<file path="src/rtl/pe_layer_sequencer_if.sv">
// Broadcast bus between the layer scheduler, the layer sequencer and the PE array.
// The sequencer uses the slave view; the scheduler side uses the master view.
interface pe_layer_sequencer_if #(
    parameter int unsigned LDM_ADDR_BITS = 6,
    parameter int unsigned S_LDM_BITS    = 2,
    parameter int unsigned D_LDM_BITS    = 2,
    parameter int unsigned SA_LDM_BITS   = 6,
    parameter int unsigned ALU_CFG_BITS  = 4
);
    logic                                start_in;
    logic [ALU_CFG_BITS-1:0]             cfg_in;
    logic [S_LDM_BITS-1:0]               src_sel_in;
    logic [D_LDM_BITS-1:0]               dst_sel_in;
    logic [LDM_ADDR_BITS-1:0]            src_base_in;
    logic [SA_LDM_BITS-1:0]              store_base_in;
    logic [LDM_ADDR_BITS-1:0]            row_len_in;
    logic [LDM_ADDR_BITS-1:0]            num_rows_in;
    logic                                stride_in;
    logic                                padding_in;
    logic                                stall_in;

    logic                                busy_out;
    logic                                En_out;
    logic                                layer_done_out;
    logic [ALU_CFG_BITS-1:0]             CFG_out;
    logic                                Stride_out;
    logic                                Padding_Read_out;
    logic                                Parity_PE_Selection_out;
    logic [S_LDM_BITS+LDM_ADDR_BITS-1:0] CTRL_LDM_addra_out;
    logic [S_LDM_BITS+LDM_ADDR_BITS-1:0] CTRL_LDM_addrb_out;
    logic                                CTRL_LDM_ena_out;
    logic                                CTRL_LDM_enb_out;
    logic                                CTRL_LDM_wea_out;
    logic                                CTRL_LDM_web_out;
    logic [D_LDM_BITS+SA_LDM_BITS-1:0]   CTRL_LDM_Store_out;

    modport master (
        output start_in, cfg_in, src_sel_in, dst_sel_in, src_base_in, store_base_in,
               row_len_in, num_rows_in, stride_in, padding_in, stall_in,
        input  busy_out, En_out, layer_done_out, CFG_out, Stride_out, Padding_Read_out,
               Parity_PE_Selection_out, CTRL_LDM_addra_out, CTRL_LDM_addrb_out,
               CTRL_LDM_ena_out, CTRL_LDM_enb_out, CTRL_LDM_wea_out, CTRL_LDM_web_out,
               CTRL_LDM_Store_out
    );

    modport slave (
        input  start_in, cfg_in, src_sel_in, dst_sel_in, src_base_in, store_base_in,
               row_len_in, num_rows_in, stride_in, padding_in, stall_in,
        output busy_out, En_out, layer_done_out, CFG_out, Stride_out, Padding_Read_out,
               Parity_PE_Selection_out, CTRL_LDM_addra_out, CTRL_LDM_addrb_out,
               CTRL_LDM_ena_out, CTRL_LDM_enb_out, CTRL_LDM_wea_out, CTRL_LDM_web_out,
               CTRL_LDM_Store_out
    );
endinterface

</file>
<file path="src/rtl/pe_layer_sequencer.sv">
// Per-layer controller: latches a descriptor, walks the source LDM row by row,
// drains the ALU pipeline and pulses layer_done to the PE array.
module pe_layer_sequencer #(
    parameter int unsigned LDM_ADDR_BITS = 6,
    parameter int unsigned S_LDM_BITS    = 2,
    parameter int unsigned D_LDM_BITS    = 2,
    parameter int unsigned SA_LDM_BITS   = 6,
    parameter int unsigned ALU_CFG_BITS  = 4,
    parameter int unsigned DRAIN_CYCLES  = 4
) (
    input  logic                  CLK,
    input  logic                  RST,
    pe_layer_sequencer_if.slave   bus
);
    localparam int unsigned AW = LDM_ADDR_BITS;
    localparam int unsigned PW = LDM_ADDR_BITS + 1;
    localparam int unsigned DW = (DRAIN_CYCLES > 1) ? $clog2(DRAIN_CYCLES) : 1;

    typedef enum logic [1:0] {IDLE, RUN, DRAIN, DONE} state_t;

    state_t                  state_q, state_d;
    logic [ALU_CFG_BITS-1:0] cfg_q, cfg_d;
    logic [S_LDM_BITS-1:0]   src_sel_q, src_sel_d;
    logic [D_LDM_BITS-1:0]   dst_sel_q, dst_sel_d;
    logic [SA_LDM_BITS-1:0]  store_base_q, store_base_d;
    logic [AW-1:0]           row_len_q, row_len_d;
    logic [AW-1:0]           num_rows_q, num_rows_d;
    logic                    stride_q, stride_d;
    logic                    padding_q, padding_d;
    logic [PW-1:0]           issues_q, issues_d;
    logic                    empty_q, empty_d;
    logic [AW-1:0]           col_q, col_d;
    logic [AW-1:0]           row_q, row_d;
    logic [AW-1:0]           row_base_q, row_base_d;
    logic                    parity_q, parity_d;
    logic [DW-1:0]           drain_q, drain_d;

    logic                    issue_c;
    logic                    en_c;
    logic [AW-1:0]           col_off_c;
    logic [AW-1:0]           addr_a_c;

    // State and descriptor registers
    always_ff @(posedge CLK) begin
        if (RST) begin
            state_q      <= IDLE;
            cfg_q        <= '0;
            src_sel_q    <= '0;
            dst_sel_q    <= '0;
            store_base_q <= '0;
            row_len_q    <= '0;
            num_rows_q   <= '0;
            stride_q     <= 1'b0;
            padding_q    <= 1'b0;
            issues_q     <= '0;
            empty_q      <= 1'b0;
            col_q        <= '0;
            row_q        <= '0;
            row_base_q   <= '0;
            parity_q     <= 1'b0;
            drain_q      <= '0;
        end else begin
            state_q      <= state_d;
            cfg_q        <= cfg_d;
            src_sel_q    <= src_sel_d;
            dst_sel_q    <= dst_sel_d;
            store_base_q <= store_base_d;
            row_len_q    <= row_len_d;
            num_rows_q   <= num_rows_d;
            stride_q     <= stride_d;
            padding_q    <= padding_d;
            issues_q     <= issues_d;
            empty_q      <= empty_d;
            col_q        <= col_d;
            row_q        <= row_d;
            row_base_q   <= row_base_d;
            parity_q     <= parity_d;
            drain_q      <= drain_d;
        end
    end

    // Next-state, counter and enable logic
    always_comb begin
        state_d      = state_q;
        cfg_d        = cfg_q;
        src_sel_d    = src_sel_q;
        dst_sel_d    = dst_sel_q;
        store_base_d = store_base_q;
        row_len_d    = row_len_q;
        num_rows_d   = num_rows_q;
        stride_d     = stride_q;
        padding_d    = padding_q;
        issues_d     = issues_q;
        empty_d      = empty_q;
        col_d        = col_q;
        row_d        = row_q;
        row_base_d   = row_base_q;
        parity_d     = parity_q;
        drain_d      = drain_q;
        issue_c      = 1'b0;
        en_c         = 1'b0;

        case (state_q)
            IDLE: begin
                if (bus.start_in) begin
                    cfg_d        = bus.cfg_in;
                    src_sel_d    = bus.src_sel_in;
                    dst_sel_d    = bus.dst_sel_in;
                    store_base_d = bus.store_base_in;
                    row_len_d    = bus.row_len_in;
                    num_rows_d   = bus.num_rows_in;
                    stride_d     = bus.stride_in;
                    padding_d    = bus.padding_in;
                    issues_d     = bus.stride_in ? ((PW'(bus.row_len_in) + PW'(1)) >> 1)
                                                 : PW'(bus.row_len_in);
                    empty_d      = (bus.row_len_in == '0) || (bus.num_rows_in == '0);
                    col_d        = '0;
                    row_d        = '0;
                    row_base_d   = bus.src_base_in;
                    parity_d     = 1'b0;
                    drain_d      = '0;
                    state_d      = RUN;
                end
            end
            RUN: begin
                // An empty layer spends one quiet cycle here and issues nothing
                if (empty_q) begin
                    state_d = DONE;
                end else if (!bus.stall_in) begin
                    issue_c = 1'b1;
                    en_c    = 1'b1;
                    if ({1'b0, col_q} == (issues_q - PW'(1))) begin
                        col_d      = '0;
                        row_base_d = row_base_q + row_len_q;
                        row_d      = row_q + AW'(1);
                        parity_d   = stride_q ? ~parity_q : 1'b0;
                        if (row_q == (num_rows_q - AW'(1))) begin
                            state_d = DRAIN;
                        end
                    end else begin
                        col_d = col_q + AW'(1);
                    end
                end
            end
            DRAIN: begin
                en_c = 1'b1;
                if (drain_q == DW'(DRAIN_CYCLES - 1)) begin
                    drain_d = '0;
                    state_d = DONE;
                end else begin
                    drain_d = drain_q + DW'(1);
                end
            end
            DONE: begin
                col_d      = '0;
                row_d      = '0;
                row_base_d = '0;
                parity_d   = 1'b0;
                state_d    = IDLE;
            end
            default: state_d = IDLE;
        endcase
    end

    // Read address: stride 2 skips every other pixel; port B reads the next row
    assign col_off_c = stride_q ? {col_q[AW-2:0], 1'b0} : col_q;
    assign addr_a_c  = row_base_q + col_off_c;

    assign bus.busy_out                = (state_q != IDLE);
    assign bus.En_out                  = en_c;
    assign bus.layer_done_out          = (state_q == DONE);
    assign bus.CFG_out                 = cfg_q;
    assign bus.Stride_out              = stride_q;
    assign bus.Padding_Read_out        = padding_q;
    assign bus.Parity_PE_Selection_out = parity_q;
    assign bus.CTRL_LDM_addra_out      = {src_sel_q, addr_a_c};
    assign bus.CTRL_LDM_addrb_out      = {src_sel_q, addr_a_c + row_len_q};
    assign bus.CTRL_LDM_ena_out        = issue_c;
    assign bus.CTRL_LDM_enb_out        = issue_c;
    assign bus.CTRL_LDM_wea_out        = 1'b0;
    assign bus.CTRL_LDM_web_out        = 1'b0;
    assign bus.CTRL_LDM_Store_out      = {dst_sel_q, store_base_q};
endmodule

</file>
<file path="src/flat_wrapper.sv">
// flat-port wrapper written by rule: the top's interface ports become plain ports
module pe_layer_sequencer_flat 
#(
    parameter int unsigned LDM_ADDR_BITS = 6,
    parameter int unsigned S_LDM_BITS    = 2,
    parameter int unsigned D_LDM_BITS    = 2,
    parameter int unsigned SA_LDM_BITS   = 6,
    parameter int unsigned ALU_CFG_BITS  = 4,
    parameter int unsigned DRAIN_CYCLES  = 4
)
  (CLK, RST, bus_start_in, bus_cfg_in, bus_src_sel_in, bus_dst_sel_in, bus_src_base_in, bus_store_base_in, bus_row_len_in, bus_num_rows_in, bus_stride_in, bus_padding_in, bus_stall_in, bus_busy_out, bus_En_out, bus_layer_done_out, bus_CFG_out, bus_Stride_out, bus_Padding_Read_out, bus_Parity_PE_Selection_out, bus_CTRL_LDM_addra_out, bus_CTRL_LDM_addrb_out, bus_CTRL_LDM_ena_out, bus_CTRL_LDM_enb_out, bus_CTRL_LDM_wea_out, bus_CTRL_LDM_web_out, bus_CTRL_LDM_Store_out);
  pe_layer_sequencer_if #(.LDM_ADDR_BITS(LDM_ADDR_BITS), .S_LDM_BITS(S_LDM_BITS), .D_LDM_BITS(D_LDM_BITS), .SA_LDM_BITS(SA_LDM_BITS), .ALU_CFG_BITS(ALU_CFG_BITS)) bus_i ();
  input  logic CLK;
  input  logic RST;
  input wire logic [$bits(bus_i.start_in)-1:0] bus_start_in;
  input wire logic [$bits(bus_i.cfg_in)-1:0] bus_cfg_in;
  input wire logic [$bits(bus_i.src_sel_in)-1:0] bus_src_sel_in;
  input wire logic [$bits(bus_i.dst_sel_in)-1:0] bus_dst_sel_in;
  input wire logic [$bits(bus_i.src_base_in)-1:0] bus_src_base_in;
  input wire logic [$bits(bus_i.store_base_in)-1:0] bus_store_base_in;
  input wire logic [$bits(bus_i.row_len_in)-1:0] bus_row_len_in;
  input wire logic [$bits(bus_i.num_rows_in)-1:0] bus_num_rows_in;
  input wire logic [$bits(bus_i.stride_in)-1:0] bus_stride_in;
  input wire logic [$bits(bus_i.padding_in)-1:0] bus_padding_in;
  input wire logic [$bits(bus_i.stall_in)-1:0] bus_stall_in;
  output wire logic [$bits(bus_i.busy_out)-1:0] bus_busy_out;
  output wire logic [$bits(bus_i.En_out)-1:0] bus_En_out;
  output wire logic [$bits(bus_i.layer_done_out)-1:0] bus_layer_done_out;
  output wire logic [$bits(bus_i.CFG_out)-1:0] bus_CFG_out;
  output wire logic [$bits(bus_i.Stride_out)-1:0] bus_Stride_out;
  output wire logic [$bits(bus_i.Padding_Read_out)-1:0] bus_Padding_Read_out;
  output wire logic [$bits(bus_i.Parity_PE_Selection_out)-1:0] bus_Parity_PE_Selection_out;
  output wire logic [$bits(bus_i.CTRL_LDM_addra_out)-1:0] bus_CTRL_LDM_addra_out;
  output wire logic [$bits(bus_i.CTRL_LDM_addrb_out)-1:0] bus_CTRL_LDM_addrb_out;
  output wire logic [$bits(bus_i.CTRL_LDM_ena_out)-1:0] bus_CTRL_LDM_ena_out;
  output wire logic [$bits(bus_i.CTRL_LDM_enb_out)-1:0] bus_CTRL_LDM_enb_out;
  output wire logic [$bits(bus_i.CTRL_LDM_wea_out)-1:0] bus_CTRL_LDM_wea_out;
  output wire logic [$bits(bus_i.CTRL_LDM_web_out)-1:0] bus_CTRL_LDM_web_out;
  output wire logic [$bits(bus_i.CTRL_LDM_Store_out)-1:0] bus_CTRL_LDM_Store_out;
  assign bus_i.start_in = bus_start_in;
  assign bus_i.cfg_in = bus_cfg_in;
  assign bus_i.src_sel_in = bus_src_sel_in;
  assign bus_i.dst_sel_in = bus_dst_sel_in;
  assign bus_i.src_base_in = bus_src_base_in;
  assign bus_i.store_base_in = bus_store_base_in;
  assign bus_i.row_len_in = bus_row_len_in;
  assign bus_i.num_rows_in = bus_num_rows_in;
  assign bus_i.stride_in = bus_stride_in;
  assign bus_i.padding_in = bus_padding_in;
  assign bus_i.stall_in = bus_stall_in;
  assign bus_busy_out = bus_i.busy_out;
  assign bus_En_out = bus_i.En_out;
  assign bus_layer_done_out = bus_i.layer_done_out;
  assign bus_CFG_out = bus_i.CFG_out;
  assign bus_Stride_out = bus_i.Stride_out;
  assign bus_Padding_Read_out = bus_i.Padding_Read_out;
  assign bus_Parity_PE_Selection_out = bus_i.Parity_PE_Selection_out;
  assign bus_CTRL_LDM_addra_out = bus_i.CTRL_LDM_addra_out;
  assign bus_CTRL_LDM_addrb_out = bus_i.CTRL_LDM_addrb_out;
  assign bus_CTRL_LDM_ena_out = bus_i.CTRL_LDM_ena_out;
  assign bus_CTRL_LDM_enb_out = bus_i.CTRL_LDM_enb_out;
  assign bus_CTRL_LDM_wea_out = bus_i.CTRL_LDM_wea_out;
  assign bus_CTRL_LDM_web_out = bus_i.CTRL_LDM_web_out;
  assign bus_CTRL_LDM_Store_out = bus_i.CTRL_LDM_Store_out;
  pe_layer_sequencer #(.LDM_ADDR_BITS(LDM_ADDR_BITS), .S_LDM_BITS(S_LDM_BITS), .D_LDM_BITS(D_LDM_BITS), .SA_LDM_BITS(SA_LDM_BITS), .ALU_CFG_BITS(ALU_CFG_BITS), .DRAIN_CYCLES(DRAIN_CYCLES)) u_core (.CLK(CLK), .RST(RST), .bus(bus_i));
endmodule
</file>
<file path="config.mk">
export PLATFORM = sky130hd
export DESIGN_NAME = pe_layer_sequencer_flat
export DESIGN_NICKNAME = d
export VERILOG_FILES = /design/src/rtl/pe_layer_sequencer_if.sv /design/src/rtl/pe_layer_sequencer.sv /design/src/flat_wrapper.sv
export SDC_FILE = /design/constraint.sdc
export NUM_CORES = 1
export LEC_CHECK = 0
export ABC_AREA = 1
export BUFFER_PORTS_ARGS = -buffer_cell sky130_fd_sc_hd__buf_2
export CELL_PAD_IN_SITES_DETAIL_PLACEMENT = 0
export CELL_PAD_IN_SITES_GLOBAL_PLACEMENT = 1
export CORE_MARGIN = 1
export CORE_UTILIZATION = 40
export CTS_BUF_LIST = sky130_fd_sc_hd__clkbuf_8
export DETAILED_ROUTE_END_ITERATION = 16
export GPL_TIMING_DRIVEN = 0
export PLACE_DENSITY_LB_ADDON = 0.1
export SLEW_MARGIN = 20
export SYNTH_ARGS = -nofsm -noshare
export SYNTH_HDL_FRONTEND = slang
export SYNTH_SLANG_ARGS = --single-unit
</file>
<file path="constraint.sdc">
create_clock -name CLK -period 3.2 [get_ports CLK]
set_input_delay 0.64 -clock CLK [delete_from_list [all_inputs] [get_ports CLK]]
set_output_delay 0.64 -clock CLK [all_outputs]
set_load 0.1 [all_outputs]
</file>
# --- Word level (Yosys, flattened, before mapping) ---
# Cells that the tools add are included.
classes:
  n_mux: 36
  n_eq_ne: 14
  bitwise_logic: 1
  reduce_logical: 12
  add_sub_neg: 9
ops:
  columns: ["op", "n"]
  rows:
  - ["6-bit two-way mux", 13]
  - ["6-bit one-hot mux with 3 select lines", 3]
  - ["6-bit adder", 3]
  - ["2-bit two-way mux", 8]
  - ["6-bit by 1-bit adder with 6-bit output (second input constant)", 2]
  - ["6-bit zero test", 2]
  - ["5-bit AND reduction", 2]
  - ["1-bit two-way mux", 8]
  - ["2-bit one-hot mux with 4 select lines", 1]
  - ["6-bit by 1-bit adder with 7-bit output (second input constant)", 1]
  - ["6-bit by 7-bit equality test with 1-bit output", 1]
  - ["7-bit by 1-bit subtractor with 7-bit output (second input constant)", 1]
  - ["2-bit equality test (second input constant)", 3]
  - ["6-bit equality test", 1]
  - ["2-bit inequality test (second input constant)", 3]
  - ["3-bit by 1-bit inequality test with 1-bit output (second input constant)", 2]
  - ["6-bit by 1-bit subtractor with 6-bit output (second input constant)", 1]
  - ["2-bit by 1-bit inequality test with 1-bit output (second input constant)", 2]
  - ["2-bit one-hot mux with 2 select lines", 1]
  - ["2-bit AND reduction", 2]
  - ["4-bit AND reduction", 1]
  - ["2-bit nonzero test", 2]
  - ["3-bit by 2-bit inequality test with 1-bit output (second input constant)", 1]
  - ["1-bit one-hot mux with 3 select lines", 1]
  - ["other kinds (7)", 7]
word_totals:
  out_inout_bits: 38
  reg_bits: 59

# --- Longest topological paths before layout ---
depth:
  ltp_word: 7
  depth_mapped: 16

# --- Worst setup path after synthesis ---
# Ideal clock, no wire load.
synth_timing:
  path_kind: "reg-to-output"
  start: "register u_core.stride_q (netlist: u_core.bus.Stride_out)"
  end: "output bus_CTRL_LDM_addrb_out[5]"
  arrival_time_ns: 5.966
  required_ns: 2.560
  stages_incl_launch_ff: 14
  path_buffers: 1
  setup_slack_ns: -3.406
  cell_sequence: "dfxtp_1 > buf_2 > nor2_1 > ha_1 > fa_1 > xor2_1 > ha_1 > a21oi_1 > nand2_1 > a21oi_1 > nor2_1 > nor2_1 > xnor2_1 > xor2_1"
synth_between:
  elab_chain_cells: 3
synth_lines:
  columns: ["item", "line_no", "text"]
  rows:
  - ["start, declared", "pe_layer_sequencer.sv:28", "logic stride_q, stride_d;"]
  - ["start signal, assigned", "pe_layer_sequencer.sv:70", "stride_q <= stride_d;"]
  - ["6-bit two-way mux", "pe_layer_sequencer.sv:166", "assign col_off_c = stride_q ? {col_q[AW-2:0], 1'b0} : col_q;"]
  - ["6-bit adder", "pe_layer_sequencer.sv:167", "assign addr_a_c = row_base_q + col_off_c;"]
  - ["net bus_CTRL_LDM_addra_out[2]", "flat_wrapper.sv:33", "output wire logic [$bits(bus_i.CTRL_LDM_addra_out)-1:0] bus_CTRL_LDM_addra_out;"]
  - ["6-bit adder", "pe_layer_sequencer.sv:177", "assign bus.CTRL_LDM_addrb_out = {src_sel_q, addr_a_c + row_len_q};"]
  - ["end, declared", "flat_wrapper.sv:34", "output wire logic [$bits(bus_i.CTRL_LDM_addrb_out)-1:0] bus_CTRL_LDM_addrb_out;"]
# The timed path passes the listed nets, and every way through them passes these cells.

# --- Worst setup path after layout ---
layout_timing:
  start: "register u_core.stride_q (netlist: u_core.bus.Stride_out)"
  end: "output bus_CTRL_LDM_addrb_out[5]"
layout_between:
  elab_chain_cells: 3
layout_lines:
  columns: ["item", "line_no"]
  rows:
  - ["6-bit two-way mux", "pe_layer_sequencer.sv:166"]
  - ["6-bit adder", "pe_layer_sequencer.sv:167"]
  - ["6-bit adder", "pe_layer_sequencer.sv:177"]
# No other way between the ends.

==> results.ini <==
[outcome]
status = complete, but fails checks
violations = design-rule violations, negative setup slack

[setup_path]
path_max_fanout = 6
path_cells = buf_6 -> nand2_4 -> o21ai_4 -> fa_2 -> xor2_4 -> ha_4 -> a21oi_2 -> nand2_2 -> a21oi_2 -> nor2_4 -> nor2_4 -> xnor2_4 -> xor2_4 -> buf_12
r2r-start = u_core.state_q[0]
cp-start-kind = flip-flop
worstPathArrival_ps = 2940
critPathMaxStageDelay_ps = 430
cp-startpoint = u_core.bus.Stride_out
end_kind = primary output
worst-setup-path-type = reg2out
required_ps = 2560
crit_slowest_cell = fa_2

[sta]
holdWs_ps = 466
slew_violations = 0
fmax_ghz = 0.279
finalSetupViolations = 3
rsz0062_at_grt = yes
post-route-min-period_ps = 3580
worstMarginPinSlew_ps = 542
fin_crit_sh = 1.12
maxSlewHeadroom = 0.639
hold_viol_final = 0
final.setup.worst_slack_ps = -383
fin_skew_ps = 9.55

[detailed_routing]
vias_per_cell = 4.93
routed_wl_um = 10000
wire_per_inst_um = 13.5
antenna_left = 0
firstDrtPassIters = 11
drtIter0Drc = 251
drc = 8
vias = 3676

[die]
start_util = 0.416
io_pins = 76
die_w_um = 97.7
die_area_mm2 = 0.00955
core_mm2 = 0.00881
row_count = 34
die_h_um = 97.7

[final_layout]
multi_input_area_mm2 = 0.00249
syn_to_final_growth_pct = 32.3
nNetsFinal = 699
regArea_mm2 = 0.00117
fin_util = 0.550
fillers = 882
diodes = 0
layoutNonFillerInstCount = 745
layout-drive-gt1-share = 0.275

[global_route]
grt_first_pass_wirelength_um = 16700
grt_start_max_net_pins = 11
grt_pass1_vias = 3527
grt.total_usage = 0.225
overflow = 0
antenna_found_initial = 0

[clock_tree]
clockBufferDepth = 2
tritoncts = built
clk_pin_slew_ps = 70
clkLatencyLatePin_ps = 340
htreeDepth = 3
cts_sinks = 58
cts_root_buf = clkbuf_8
numCtsBuffers = 9

[yosys]
synth.avg_cell_area_um2 = 6.85
syn_area_mm2 = 0.00366
synth_edf_count = 0
synth_ff_type = dfxtp_1
syn_inst = 535
yosys_warnings = 0
async_reset_ff_frac = 0
synth.distinct_cells = 36
ys_seq_area_frac = 0.317
ys_ff_latch = 58

[placed_design]
dp_hpwl_um = 7760
gp_congestion = 0.883
port_buffers = 72
placed_cells = 716

[min_path]
min_from = u_core.drain_q[1]
hold_path_class = reg2reg

[run]
cap_violations = 0

## cells by family after synthesis
kind of cell             share of synthesized area
AO/OA/AOI/OAI                                0.135
XOR/XNOR                                    0.0574
adder cells (fa/ha/maj)                      0.105
buffers and inverters                       0.0885
flip-flops                                   0.317
other                                      0.00102
AND/OR/NAND/NOR                              0.296
## cell type report
cell class              instances  share of cell area
plain buffers                  22              0.0232
clock buffers                  12              0.0341
clock inverters                 4             0.00361
inverters                      55              0.0439
multi-input cells             400               0.515
flip-flops and latches         58               0.242
well taps                     108              0.0279
repair buffers                 86               0.110
## worst max-delay path, delay by kind of cell, from the launching register on
kind | cells | cell delay, ps
xor gates and xnor gates | 3 | 540
buffers and inverters | 2 | 320
and+or+nand+nor | 4 | 320
adders and majority gates | 2 | 670
AOI/OAI and AO/OA | 3 | 350
DFF | 1 | 380
## routing by layer
metal	global-route usage	vias to the layer above	wire [um]
met3	0.0353	7	515
met2	0.393	78	4990
met1	0.280	1663	4440
met4	0.0781	0	101
li1	-	1928	-
met5	0	-	0
## placed cells by master (no fill, tap or decap), types with 4 or more instances in the layout
master and n:
nor2_1 88, nand2_1 94, nand2_2 6, o21ai_2 6, o21ai_0 42, clkbuf_1 13, a21oi_2 6, xor2_1 8
nand3_1 36, xnor2_1 8, nand2_4 4, nor2_4 5, buf_2 69, inv_2 7, ha_4 5, ha_1 21
nand4_1 4, buf_4 18, clkbuf_8 12, xor2_4 5, inv_1 47, nor3_1 7, buf_6 5, a21oi_1 26
dfxtp_1 53
## stage by stage
stage          setup slack, ps  TNS [ps]  instance area [um2]
2_1_floorplan            -1010     -2840                 3900
3_3_place_gp              -607      -839                 4400
3_5_place_dp              -629      -992                 4400
4_1_cts                   -383      -455                 4800
5_1_grt                   -493      -821                 4850
6_report                  -383      -520                 4850
## registers in the layout, indices dropped and copies added, names as in the netlist
register	flops
u_core.col_q	6
u_core.issues_q	6
u_core.num_rows_q	6
u_core.row_base_q	6
u_core.row_len_q	6
u_core.row_q	6
u_core.store_base_q	6
u_core.bus.CFG_out	4
u_core.drain_q	2
u_core.dst_sel_q	2
u_core.src_sel_q	2
u_core.state_q	2
u_core.bus.Padding_Read_out	1
u_core.bus.Parity_PE_Selection_out	1
u_core.bus.Stride_out	1
u_core.empty_q	1
## synthesized netlist by cell type (2+ instances only)
cell | number | area, um2
buf_2 | 4 | 20.0
inv_1 | 48 | 180
nand3_1 | 37 | 185
nor2_2 | 3 | 18.8
inv_2 | 6 | 22.5
clkbuf_1 | 13 | 48.8
a22o_1 | 2 | 17.5
buf_4 | 5 | 37.5
nand2_2 | 3 | 18.8
nand3b_1 | 2 | 15.0
a21oi_1 | 32 | 160
o221a_2 | 2 | 22.5
a31oi_1 | 2 | 12.5
nand4_1 | 4 | 25.0
ha_1 | 26 | 325
dfxtp_1 | 58 | 1160
xor2_1 | 14 | 123
nor2_1 | 92 | 345
o21ai_0 | 46 | 230
nand2_1 | 98 | 368
nor3_1 | 8 | 40.0
nand2_4 | 3 | 33.8
o21ai_2 | 3 | 26.3
xnor2_1 | 10 | 87.6
fa_1 | 3 | 60.1
## timing repair
| action | CTS | global route |
|---|---|---|
| setup endpoints to repair | 7 | 5 |
| cloned | 0 | 0 |
| buffers inserted | 12 | 2 |
| gates resized for setup | 43 | 8 |
| hold buffers | 0 | 0 |
| hold endpoints to repair | 0 | 0 |
| pin swaps | 14 | 14 |
## final timing paths
kind	to	slack, ps	cells after the start
worst min-delay path	u_core.drain_q[1]	470	2
worst max register to register	u_core.row_base_q[5]	890	11
worst max-delay path	bus_CTRL_LDM_addrb_out[5]	-380	14
worst min register to register	u_core.drain_q[1]	470	2
Power is not shown: default switching activity piles up to over one toggle a cycle in this logic, so the estimate is an artifact.
